===== config.mk =====
export PLATFORM = sky130hd
export DESIGN_NAME = multicycle_core_v2
export DESIGN_NICKNAME = d
export VERILOG_FILES = /design/src/rtl/core_v2_pkg.sv /design/src/rtl/regfile_v2.sv /design/src/rtl/multicycle_core_v2.sv
export SDC_FILE = /design/constraint.sdc
export NUM_CORES = 2
export LEC_CHECK = 0
export BUFFER_PORTS_ARGS = -buffer_cell sky130_fd_sc_hd__buf_2
export CAP_MARGIN = 25
export CORE_ASPECT_RATIO = 0.5
export CORE_MARGIN = 2
export CORE_UTILIZATION = 30
export DETAILED_ROUTE_END_ITERATION = 12
export MAX_ROUTING_LAYER = met4
export PLACE_DENSITY = 0.54
export RECOVER_POWER = 50
export SYNTH_ARGS = -nofsm -noshare
export SYNTH_HDL_FRONTEND = slang
export SYNTH_SLANG_ARGS = --single-unit

===== constraint.sdc =====
create_clock -name clk -period 5.2 [get_ports clk]
set_clock_uncertainty 0.1 [all_clocks]
set_input_delay 1.04 -clock clk [delete_from_list [all_inputs] [get_ports clk]]
set_output_delay 1.04 -clock clk [all_outputs]
set_load 0.05 [all_outputs]

===== src/rtl/core_v2_pkg.sv =====
// Shared types, encodings and helpers for the multicycle_core_v2 slice.
// The state and ALU enums, the opcode constants and the immediate decoders all live here.
package core_v2_pkg;

  localparam int XLEN = 32;

  typedef enum logic [2:0] {
    FETCH  = 3'd0,
    DECODE = 3'd1,
    EXEC   = 3'd2,
    MEM    = 3'd3,
    WB     = 3'd4,
    HALT   = 3'd5
  } state_t;

  typedef enum logic [2:0] {
    ALU_ADD   = 3'd0,
    ALU_SUB   = 3'd1,
    ALU_AND   = 3'd2,
    ALU_OR    = 3'd3,
    ALU_XOR   = 3'd4,
    ALU_SLT   = 3'd5,
    ALU_PASSB = 3'd6
  } alu_op_t;

  localparam logic [6:0] OPC_LUI    = 7'b0110111;
  localparam logic [6:0] OPC_JAL    = 7'b1101111;
  localparam logic [6:0] OPC_BRANCH = 7'b1100011;
  localparam logic [6:0] OPC_LOAD   = 7'b0000011;
  localparam logic [6:0] OPC_STORE  = 7'b0100011;
  localparam logic [6:0] OPC_OPIMM  = 7'b0010011;
  localparam logic [6:0] OPC_OP     = 7'b0110011;

  localparam logic [2:0] F3_ADD = 3'b000;
  localparam logic [2:0] F3_SLT = 3'b010;
  localparam logic [2:0] F3_XOR = 3'b100;
  localparam logic [2:0] F3_OR  = 3'b110;
  localparam logic [2:0] F3_AND = 3'b111;
  localparam logic [2:0] F3_BEQ = 3'b000;
  localparam logic [2:0] F3_BNE = 3'b001;
  localparam logic [2:0] F3_LW  = 3'b010;
  localparam logic [2:0] F3_SW  = 3'b010;

  localparam logic [6:0] F7_BASE = 7'b0000000;
  localparam logic [6:0] F7_SUB  = 7'b0100000;

  localparam logic [31:0] INSN_ECALL  = 32'h0000_0073;
  localparam logic [31:0] INSN_EBREAK = 32'h0010_0073;

  localparam int ERR_ILLEGAL       = 0;
  localparam int ERR_MISALIGN_PC   = 1;
  localparam int ERR_MISALIGN_DATA = 2;
  localparam int ERR_REG_RANGE     = 3;

  function automatic logic [31:0] imm_i(input logic [31:0] ins);
    return {{20{ins[31]}}, ins[31:20]};
  endfunction

  function automatic logic [31:0] imm_s(input logic [31:0] ins);
    return {{20{ins[31]}}, ins[31:25], ins[11:7]};
  endfunction

  function automatic logic [31:0] imm_b(input logic [31:0] ins);
    return {{19{ins[31]}}, ins[31], ins[7], ins[30:25], ins[11:8], 1'b0};
  endfunction

  function automatic logic [31:0] imm_j(input logic [31:0] ins);
    return {{11{ins[31]}}, ins[31], ins[19:12], ins[20], ins[30:21], 1'b0};
  endfunction

  function automatic logic [31:0] imm_u(input logic [31:0] ins);
    return {ins[31:12], 12'b0};
  endfunction

  function automatic logic reg_in_range(input logic [4:0] idx, input int n);
    return int'(idx) < n;
  endfunction

  function automatic logic [31:0] alu_compute(input alu_op_t op, input logic [31:0] a,
                                              input logic [31:0] b);
    case (op)
      ALU_ADD: return a + b;
      ALU_SUB: return a - b;
      ALU_AND: return a & b;
      ALU_OR:  return a | b;
      ALU_XOR: return a ^ b;
      ALU_SLT: return {31'b0, ($signed(a) < $signed(b))};
      default: return b;
    endcase
  endfunction

endpackage


===== src/rtl/regfile_v2.sv =====
// Architectural register file: two async read ports, one sync write port, one debug read port.
// Index 0 and indices at or above NUM_REGS always read as zero.
module regfile_v2
  import core_v2_pkg::*;
#(
  parameter int NUM_REGS = 32
) (
  input  logic            clk,
  input  logic            rst,
  input  logic [4:0]      rs1_addr,
  input  logic [4:0]      rs2_addr,
  output logic [XLEN-1:0] rs1_data,
  output logic [XLEN-1:0] rs2_data,
  input  logic            we,
  input  logic [4:0]      wr_addr,
  input  logic [XLEN-1:0] wr_data,
  input  logic [4:0]      dbg_sel,
  output logic [XLEN-1:0] dbg_data
);

  localparam int AW = $clog2(NUM_REGS);

  logic [XLEN-1:0] regs [NUM_REGS];

  assign rs1_data = (rs1_addr != 5'd0 && reg_in_range(rs1_addr, NUM_REGS))
                    ? regs[rs1_addr[AW-1:0]] : '0;
  assign rs2_data = (rs2_addr != 5'd0 && reg_in_range(rs2_addr, NUM_REGS))
                    ? regs[rs2_addr[AW-1:0]] : '0;
  assign dbg_data = (dbg_sel != 5'd0 && reg_in_range(dbg_sel, NUM_REGS))
                    ? regs[dbg_sel[AW-1:0]] : '0;

  always_ff @(posedge clk or negedge rst) begin
    if (!rst) begin
      for (int i = 0; i < NUM_REGS; i++) regs[i] <= '0;
    end else if (we && wr_addr != 5'd0 && reg_in_range(wr_addr, NUM_REGS)) begin
      regs[wr_addr[AW-1:0]] <= wr_data;
    end
  end

endmodule


===== src/rtl/multicycle_core_v2.sv =====
// Multicycle RV32I-subset core: FSM, holding registers and one shared req/ack memory port.
// Stops in HALT on EBREAK/ECALL or on any flagged error; only reset leaves HALT.
module multicycle_core_v2
  import core_v2_pkg::*;
#(
  parameter logic [31:0] RESET_PC = 32'h0000_0000,
  parameter int          NUM_REGS = 32,
  parameter int          ERR_W    = 8
) (
  input  logic             clk,
  input  logic             rst,
  output logic             mem_req,
  output logic             mem_we,
  output logic [31:0]      mem_addr,
  output logic [31:0]      mem_wdata,
  input  logic             mem_ack,
  input  logic [31:0]      mem_rdata,
  output logic             halt,
  output logic [31:0]      pc_out,
  output logic [2:0]       state_vector,
  output logic [ERR_W-1:0] error_vector,
  input  logic [4:0]       dbg_reg_sel,
  output logic [31:0]      dbg_reg_data
);

  state_t           state;
  logic [31:0]      pc, ir, a_reg, b_reg, alu_out, mdr;
  logic [ERR_W-1:0] err;

  logic [6:0] opcode, f7;
  logic [2:0] f3;
  logic [4:0] rd, rs1, rs2;
  assign opcode = ir[6:0];
  assign rd     = ir[11:7];
  assign f3     = ir[14:12];
  assign rs1    = ir[19:15];
  assign rs2    = ir[24:20];
  assign f7     = ir[31:25];

  logic [31:0] rf_rd1, rf_rd2, rf_wdata;
  logic        rf_we;

  regfile_v2 #(.NUM_REGS(NUM_REGS)) u_rf (
    .clk      (clk),
    .rst      (rst),
    .rs1_addr (rs1),
    .rs2_addr (rs2),
    .rs1_data (rf_rd1),
    .rs2_data (rf_rd2),
    .we       (rf_we),
    .wr_addr  (rd),
    .wr_data  (rf_wdata),
    .dbg_sel  (dbg_reg_sel),
    .dbg_data (dbg_reg_data)
  );

  logic is_sys, legal, uses_rd, uses_rs1, uses_rs2, bad_reg;
  always_comb begin
    legal    = 1'b0;
    uses_rd  = 1'b0;
    uses_rs1 = 1'b0;
    uses_rs2 = 1'b0;
    is_sys   = (ir == INSN_EBREAK) || (ir == INSN_ECALL);
    case (opcode)
      OPC_LUI:    begin legal = 1'b1; uses_rd = 1'b1; end
      OPC_JAL:    begin legal = 1'b1; uses_rd = 1'b1; end
      OPC_BRANCH: begin
        legal    = (f3 == F3_BEQ) || (f3 == F3_BNE);
        uses_rs1 = 1'b1;
        uses_rs2 = 1'b1;
      end
      OPC_LOAD:   begin legal = (f3 == F3_LW); uses_rd = 1'b1; uses_rs1 = 1'b1; end
      OPC_STORE:  begin legal = (f3 == F3_SW); uses_rs1 = 1'b1; uses_rs2 = 1'b1; end
      OPC_OPIMM:  begin legal = (f3 == F3_ADD); uses_rd = 1'b1; uses_rs1 = 1'b1; end
      OPC_OP: begin
        legal = ((f7 == F7_BASE) && (f3 == F3_ADD || f3 == F3_SLT || f3 == F3_XOR ||
                                     f3 == F3_OR  || f3 == F3_AND)) ||
                ((f7 == F7_SUB) && (f3 == F3_ADD));
        uses_rd  = 1'b1;
        uses_rs1 = 1'b1;
        uses_rs2 = 1'b1;
      end
      default: ;
    endcase
    bad_reg = (uses_rd  && !reg_in_range(rd,  NUM_REGS)) ||
              (uses_rs1 && !reg_in_range(rs1, NUM_REGS)) ||
              (uses_rs2 && !reg_in_range(rs2, NUM_REGS));
  end

  alu_op_t     alu_op;
  logic [31:0] alu_b, alu_res;
  always_comb begin
    alu_op = ALU_ADD;
    alu_b  = imm_i(ir);
    case (opcode)
      OPC_OP: begin
        alu_b = b_reg;
        case (f3)
          F3_SLT:  alu_op = ALU_SLT;
          F3_XOR:  alu_op = ALU_XOR;
          F3_OR:   alu_op = ALU_OR;
          F3_AND:  alu_op = ALU_AND;
          default: alu_op = (f7 == F7_SUB) ? ALU_SUB : ALU_ADD;
        endcase
      end
      OPC_LUI: begin
        alu_op = ALU_PASSB;
        alu_b  = imm_u(ir);
      end
      OPC_STORE: alu_b = imm_s(ir);
      default: ;
    endcase
    alu_res = alu_compute(alu_op, a_reg, alu_b);
  end

  logic [31:0] pc_plus4, jal_target;
  logic        br_taken;
  assign pc_plus4   = pc + 32'd4;
  assign jal_target = pc + imm_j(ir);
  assign br_taken   = f3[0] ? (a_reg != b_reg) : (a_reg == b_reg);

  // JAL links in EXEC only when its target is legal; everything else writes back in WB.
  assign rf_we    = (state == WB) ||
                    (state == EXEC && opcode == OPC_JAL && jal_target[1:0] == 2'b00);
  assign rf_wdata = (state == WB) ? ((opcode == OPC_LOAD) ? mdr : alu_out) : pc_plus4;

  always_ff @(posedge clk or negedge rst) begin
    if (!rst) begin
      state   <= FETCH;
      pc      <= RESET_PC;
      ir      <= '0;
      a_reg   <= '0;
      b_reg   <= '0;
      alu_out <= '0;
      mdr     <= '0;
      err     <= '0;
    end else begin
      case (state)
        FETCH: if (mem_ack) begin
          ir    <= mem_rdata;
          state <= DECODE;
        end
        DECODE: begin
          a_reg   <= rf_rd1;
          b_reg   <= rf_rd2;
          alu_out <= pc + imm_b(ir);
          if (is_sys) begin
            state <= HALT;
          end else if (!legal) begin
            err[ERR_ILLEGAL] <= 1'b1;
            state            <= HALT;
          end else if (bad_reg) begin
            err[ERR_REG_RANGE] <= 1'b1;
            state              <= HALT;
          end else begin
            state <= EXEC;
          end
        end
        EXEC: begin
          case (opcode)
            OPC_LOAD, OPC_STORE: begin
              alu_out <= alu_res;
              if (alu_res[1:0] != 2'b00) begin
                err[ERR_MISALIGN_DATA] <= 1'b1;
                state                  <= HALT;
              end else begin
                state <= MEM;
              end
            end
            OPC_BRANCH: begin
              if (!br_taken) begin
                pc    <= pc_plus4;
                state <= FETCH;
              end else if (alu_out[1:0] != 2'b00) begin
                err[ERR_MISALIGN_PC] <= 1'b1;
                state                <= HALT;
              end else begin
                pc    <= alu_out;
                state <= FETCH;
              end
            end
            OPC_JAL: begin
              if (jal_target[1:0] != 2'b00) begin
                err[ERR_MISALIGN_PC] <= 1'b1;
                state                <= HALT;
              end else begin
                pc    <= jal_target;
                state <= FETCH;
              end
            end
            default: begin
              alu_out <= alu_res;
              state   <= WB;
            end
          endcase
        end
        MEM: if (mem_ack) begin
          if (opcode == OPC_STORE) begin
            pc    <= pc_plus4;
            state <= FETCH;
          end else begin
            mdr   <= mem_rdata;
            state <= WB;
          end
        end
        WB: begin
          pc    <= pc_plus4;
          state <= FETCH;
        end
        default: state <= HALT;
      endcase
    end
  end

  // Memory handshake: a transfer completes on a rising edge where mem_req && mem_ack.
  // Request fields derive only from state/pc/alu_out/b_reg, which are frozen until that
  // edge, so they hold steady across wait states; reset forces all of them low at once.
  always_comb begin
    mem_req   = 1'b0;
    mem_we    = 1'b0;
    mem_addr  = '0;
    mem_wdata = '0;
    if (rst) begin
      if (state == FETCH) begin
        mem_req  = 1'b1;
        mem_addr = pc;
      end else if (state == MEM) begin
        mem_req  = 1'b1;
        mem_addr = alu_out;
        if (opcode == OPC_STORE) begin
          mem_we    = 1'b1;
          mem_wdata = b_reg;
        end
      end
    end
  end

  assign halt         = (state == HALT);
  assign pc_out       = pc;
  assign state_vector = state;
  assign error_vector = err;

endmodule


* Word-level counts from Yosys, hierarchy flattened
Cells that the tools add are included.
Word-level totals: flip-flop bits (word level) 1222, input port bits 40, output and inout bits 142, logic and storage cells 202
Cells by class: $add $sub $neg 5, order comparisons 6, eq/ne operators 37, mux-type cells 62, bitwise logic cells 10, reductions and logical operators 40
Operators with widths (number):
- bitwise mux 1024 bit | 1
- 2-to-1 mux 32 bit | 25
- binary-select mux 32 bit (select 5 bit) | 3
- one-hot mux 32 bit (3 select lines) | 2
- one-hot mux 32 bit (6 select lines) | 1
- demux 32 bit (select 5 bit) | 1
- one-hot mux 32 bit (2 select lines) | 2
- adder 32 bit | 3
- adder 32 x 3 -> 32 bit (second input constant) | 1
- AND 32 bit | 1
- == test 32 x 21 -> 1 bit (second input constant) | 1
- == test 32 bit | 1
- == test 32 x 7 -> 1 bit (second input constant) | 1
- less-than comparator 32 bit | 1
- inequality test 32 bit | 1
- OR 32 bit | 1
- subtractor 32 bit | 1
- bitwise XOR 32 bit | 1
- == test 7 x 6 -> 1 bit (second input constant) | 4
- 2-to-1 mux 3 bit | 9
- greater-or-equal comparator 6 bit (second input constant) | 4
- NOT 5 -> 6 bit | 4
- == test 3 bit (second input constant) | 7
- nonzero test 5 bit | 4
- other kinds (31) | 80

* Longest topological paths before layout
depth after elaboration 11, depth in mapped cells 21, gate-level depth less buffers 19

* Cells and area by module
From an unflattened synthesis, not the netlist that was laid out.
Second synthesis, totals: cell total of the unflattened synthesis 6876, area, all modules 82227.6 um^2
Modules (own cells, without submodules):
- regfile_v2 | times used 1, cells each 4443, area an instance 63239.4 um^2, sequential area each 25624.6 um^2
- multicycle_core_v2 | times used 1, cells each 2433, area an instance 18988.2 um^2, sequential area each 4954.8 um^2

* Worst setup path after synthesis
Ideal clock, no wire load.
kind register to register, start reg ir[6], end reg alu_out[26], setup time 0.142 ns, arrival 4.383 ns, required time 4.958 ns, setup slack 0.576 ns, stages on the path, launching flop included 20, buffers on the path 4, clock period less this slack 4.624 ns, cell sequence dfrtp_1 nand3b_1 or2_1 clkbuf_1 nor2_1 clkbuf_1 buf_1 a221o_1 inv_1 ha_1 clkbuf_1 and3_1 and2_1 o211ai_1 o211ai_1 a31o_2 a41oi_1 a221o_1 a21oi_1 o221ai_1
Between the ends: cells in the longest elaborated chain, start to end 6, elaborated cells on any way between the ends 24, those cells by class 2 x add/sub; 11 x eq/ne; 5 x mux; 3 x bitwise; 3 x reduce/logical
RTL lines:
- start: declaration | line multicycle_core_v2.sv:27 | logic [31:0] pc, ir, a_reg, b_reg, alu_out, mdr;
- start signal: assignment | line multicycle_core_v2.sv:140 | ir <= mem_rdata;
- == test 7 x 6 -> 1 bit (on tied branches)
- one-hot mux 32 bit (3 select lines) or one-hot mux 3 bit (2 select lines) (tied branches) | line multicycle_core_v2.sv:95 | case (opcode)
- subtractor 32 bit, or another cell as far along | line core_v2_pkg.sv:83 | ALU_SUB: return a - b;
- one-hot mux 32 bit (6 select lines) | line core_v2_pkg.sv:81 | case (op)
- 2-to-1 mux 32 bit | line multicycle_core_v2.sv:160 | case (opcode)
- one-hot mux 32 bit (2 select lines) | line multicycle_core_v2.sv:138 | case (state)
- end signal: assignment | line multicycle_core_v2.sv:146 | alu_out <= pc + imm_b(ir);
- end signal: assignment | line multicycle_core_v2.sv:162 | alu_out <= alu_res;
- end signal: assignment | line multicycle_core_v2.sv:192 | alu_out <= alu_res;
- end: declaration | line multicycle_core_v2.sv:27
Several ways; a longest one is shown, not always the timed one. The select of a mux whose other input is x is not followed. A chain may end at the register's enable or synchronous reset.

* Final worst setup path
start reg ir[3], end reg alu_out[26]
Same word-level chain as after synthesis.

==> impl_metrics.py <==
metrics = {
    "power": {
        "p_seq_share_pct": 28.8,
        "ir_drop_mv": 0.407,
        "p_int_mw": 28.8,
        "swShare_pct": 47.1,
        "pwr-share-clk_pct": 19.2,
        "p_leak_nw": 36.8,
        "total_power_mw": 54.4,
        "p_comb_share_pct": 52.0,
        "power_density_nw_per_um2": 608,
        "p_switching_mw": 25.6,
    },
    "global_routing": {
        "antenna_found_initial": 15,
        "grt_pass1_vias": 62130,
        "grt_pass1_wl_um": 468000,
        "grt_max_degree": 158,
        "grt.overflow.total": 0,
        "grtUsageTotal_pct": 24.6,
    },
    "sta": {
        "final_hold_viol_count": 0,
        "setup_violations": 0,
        "finalCriticalPeriod_ns": 4.92,
        "finalHoldWorstSlack_ns": 0.313,
        "tightest_slew_ns": 3.19,
        "max_freq_mhz": 203,
        "slew_viol_final": 291,
        "finalCritPeriodShare_pct": 94.7,
        "slew_headroom_pct": -113,
    },
    "placement": {
        "port_buffers": 176,
        "place_congestion": 0.977,
        "dpl.hpwl_um": 212000,
    },
    "detailed_routing": {
        "antenna_left": 0,
        "drc": 0,
        "dr.pass1.iters": 6,
        "vias": 65219,
        "wl_um": 325000,
        "drtIter0Drc": 8394,
        "wl_per_cell_um": 29.5,
        "vias_per_cell": 5.93,
    },
    "worst_setup_path": {
        "cp_slowest_cell": "o211ai_1",
        "cp-start-kind": "flop",
        "rr_endpoint": "alu_out[26]",
        "cp.required_ns": 5.71,
        "crit_path_start": "ir[3]",
        "cpPeakStageDelay_ns": 0.49,
        "path_cells": "nand3b_1 > nand2b_2 > nor3_2 > and2_1 > a221o_1 > ha_1 > inv_1 > fa_1 > nor2b_1 > o31a_1 > o211ai_1 > o211ai_1 > a31o_2 > a41oi_1 > a221o_1 > a21oi_1 > o221ai_1",
        "critPathCaptureType": "flop",
        "setup.worst_path.end": "alu_out[26]",
        "path_class": "reg2reg",
        "cp_data_arrival_time_ns": 5.44,
        "reg2reg_slack_ns": 0.28,
        "worstPathMaxFanout": 6,
        "timing.rr.start": "ir[3]",
        "reg2reg_depth": 17,
    },
    "floorplanning": {
        "die_x_um": 728,
        "start_util_pct": 30.3,
        "core_area_sq_um": 260000,
        "fp.dieH_um": 366,
        "boundaryPins": 182,
        "die_area_sq_um": 267000,
        "rows": 132,
    },
    "yosys": {
        "syn_inst": 7529,
        "yosys.area_share.simple_pct": 10.6,
        "synth_xor_area_share_pct": 1.31,
        "yosys_warnings": 4,
        "synth_compound_area_share_pct": 14.8,
        "ys_seq_area_share_pct": 38.9,
        "synth_cell_type_count": 90,
        "synthMuxAreaShare_pct": 27.8,
        "netlist_area_sq_um": 78600,
        "synth_area_leaders": "dfrtp_1 (39%), mux4_2 (24%), o21ai_0 (7.7%)",
        "synth_largest_area_cell": "dfrtp_1",
        "async_flop_share_pct": 100,
        "synth_top_family_by_area": "multiplexers",
        "syn_area_per_cell_sq_um": 10.4,
        "synth.top_cell.area_share_pct": 38.9,
        "synth_adder_area_share_pct": 2.33,
        "ys_ff_latch": 1222,
        "dominantRegCellSynth": "dfrtp_1",
        "synth_edf_count": 0,
    },
    "clock_network": {
        "cts-htree-levels": 4,
        "clk_path_buf_depth": 4,
        "clkTransAtPathRegs_ns": 0.08,
        "tritoncts": "built",
        "insertion_delay_ns": 0.84,
        "cts_buffers": 142,
        "root_buffer": "clkbuf_16",
        "clock-sinks": 1222,
    },
    "finish": {
        "final_cell_mix": "nand2_1 (1407), dfrtp_1 (1212), o21ai_0 (1189)",
        "multiInputGateArea_sq_um": 45200,
        "nets": 7600,
        "largest_reg_flops": 1024,
        "area_delta_synth_final_pct": 13.9,
        "seq_area_sq_um": 30600,
        "n_fill_cell": 26016,
        "layout_commonest_cell": "nand2_1",
        "top_register": "u_rf.regs",
        "post-route-util_pct": 34.5,
        "drive_above_1_share_pct": 22.7,
    },
    "worst_hold_path": {
        "worstHoldPathType": "reg2reg",
        "hold_depth": 0,
    },
    "flow_run": {
        "maxCapViolCount": 6,
    },
    "run_status": {
        "outcome": "finished, violations left",
        "violations": "max-capacitance violations, max-slew violations",
    },
}
## through the flow
| stage | setup TNS, ns | std cells | instance area, sq um | worst slack (ns) |
|---|---|---|---|---|
| after floorplan | 0 | 7533 | 78700 | 0.576 |
| after global routing | -0.0288 | 11002 | 89500 | -0.0262 |
| after global placement | 0 | 10749 | 84800 | 0.369 |
| after CTS | 0 | 10993 | 89500 | 0.235 |
| after detailed placement | 0 | 10751 | 84900 | 0.273 |
| final | 0 | 11003 | 89500 | 0.275 |
## synthesized netlist by cell type, types with 27 or more instances
library cell	instances
a211oi_1	30
a21o_1	37
a21oi_1	282
a221o_1	30
a221oi_1	32
a22o_1	39
a22oi_1	38
a31oi_1	48
and2_1	43
buf_1	86
buf_2	56
clkbuf_1	591
dfrtp_1	1222
ha_1	140
inv_1	121
mux2_2	65
mux2i_1	265
mux4_2	821
nand2_1	1441
nand2b_1	27
nand3_1	57
nand4_1	42
nor2_1	244
nor3_1	36
nor4_1	29
o211ai_1	58
o21ai_0	1206
o22ai_1	54
xnor2_1	57
xor2_1	61
## layer usage
| metal | part of all wire (%) | track usage (%) |
|---|---|---|
| met5 | 0 | - |
| met1 | 42 | 34.0 |
| met2 | 43 | 35.2 |
| met3 | 9.9 | 5.08 |
| met4 | 4.5 | 9.52 |
## logic make-up after synthesis
family | after synthesis
and+or+nand+nor | 2008
AOI/OAI and AO/OA | 2019
adders and majority gates | 144
buffers and inverters | 866
xor gates and xnor gates | 118
DFF | 1222
muxes | 1151
other | 1
## power by group through the flow
stage                     combinational [mW]  sequential [mW]  clock, mW
final                                   28.3             15.7       10.5
after global placement                  27.6             15.5          0
after floorplan                         18.1             14.5          0
after detailed placement                27.7             15.7          0
after CTS                               27.7             15.5       10.6
after global routing                    30.1             16.0       11.0
## repair_timing
item | in CTS | in global routing
gates resized for setup | 0 | 4
setup buffers | 0 | 0
setup endpoints to repair | 0 | 10
hold buffers | 1 | 0
hold endpoints to repair | 16 | 0
## area by class of cell
type	count	share of cell area (%)
flip-flops and latches	1222	34.2
clock buffers	197	4.55
diodes	6	0.0168
repair buffers	482	4.69
clock inverters	44	0.647
multi-input cells	5445	50.5
well taps	3484	4.87
inverters	123	0.516
## worst min path at each step
| stage | startpoint | to | slack, ns |
|---|---|---|---|
| CTS | u_rf.regs[1020] | u_rf.regs[1020] | 0.32 |
| finish | u_rf.regs[1020] | u_rf.regs[1020] | 0.31 |
| floorplan | u_rf.regs[1002] | u_rf.regs[1002] | 0.36 |
| global route | u_rf.regs[1008] | u_rf.regs[1008] | 0.33 |
| global placement | u_rf.regs[1005] | u_rf.regs[1005] | 0.30 |
| detailed placement | u_rf.regs[1010] | u_rf.regs[1010] | 0.30 |
## worst max-delay path: cells and delay by family (launching register included)
kind / cells / cell delay, ns
AND/OR/NAND/NOR: 5 / 1.26
buffers and inverters: 1 / 0.08
AO/OA/AOI/OAI: 9 / 2.26
flip-flops: 1 / 0.38
adder cells (fa/ha/maj): 2 / 0.67
No activity file was read; power rests on OpenSTA's default activity.
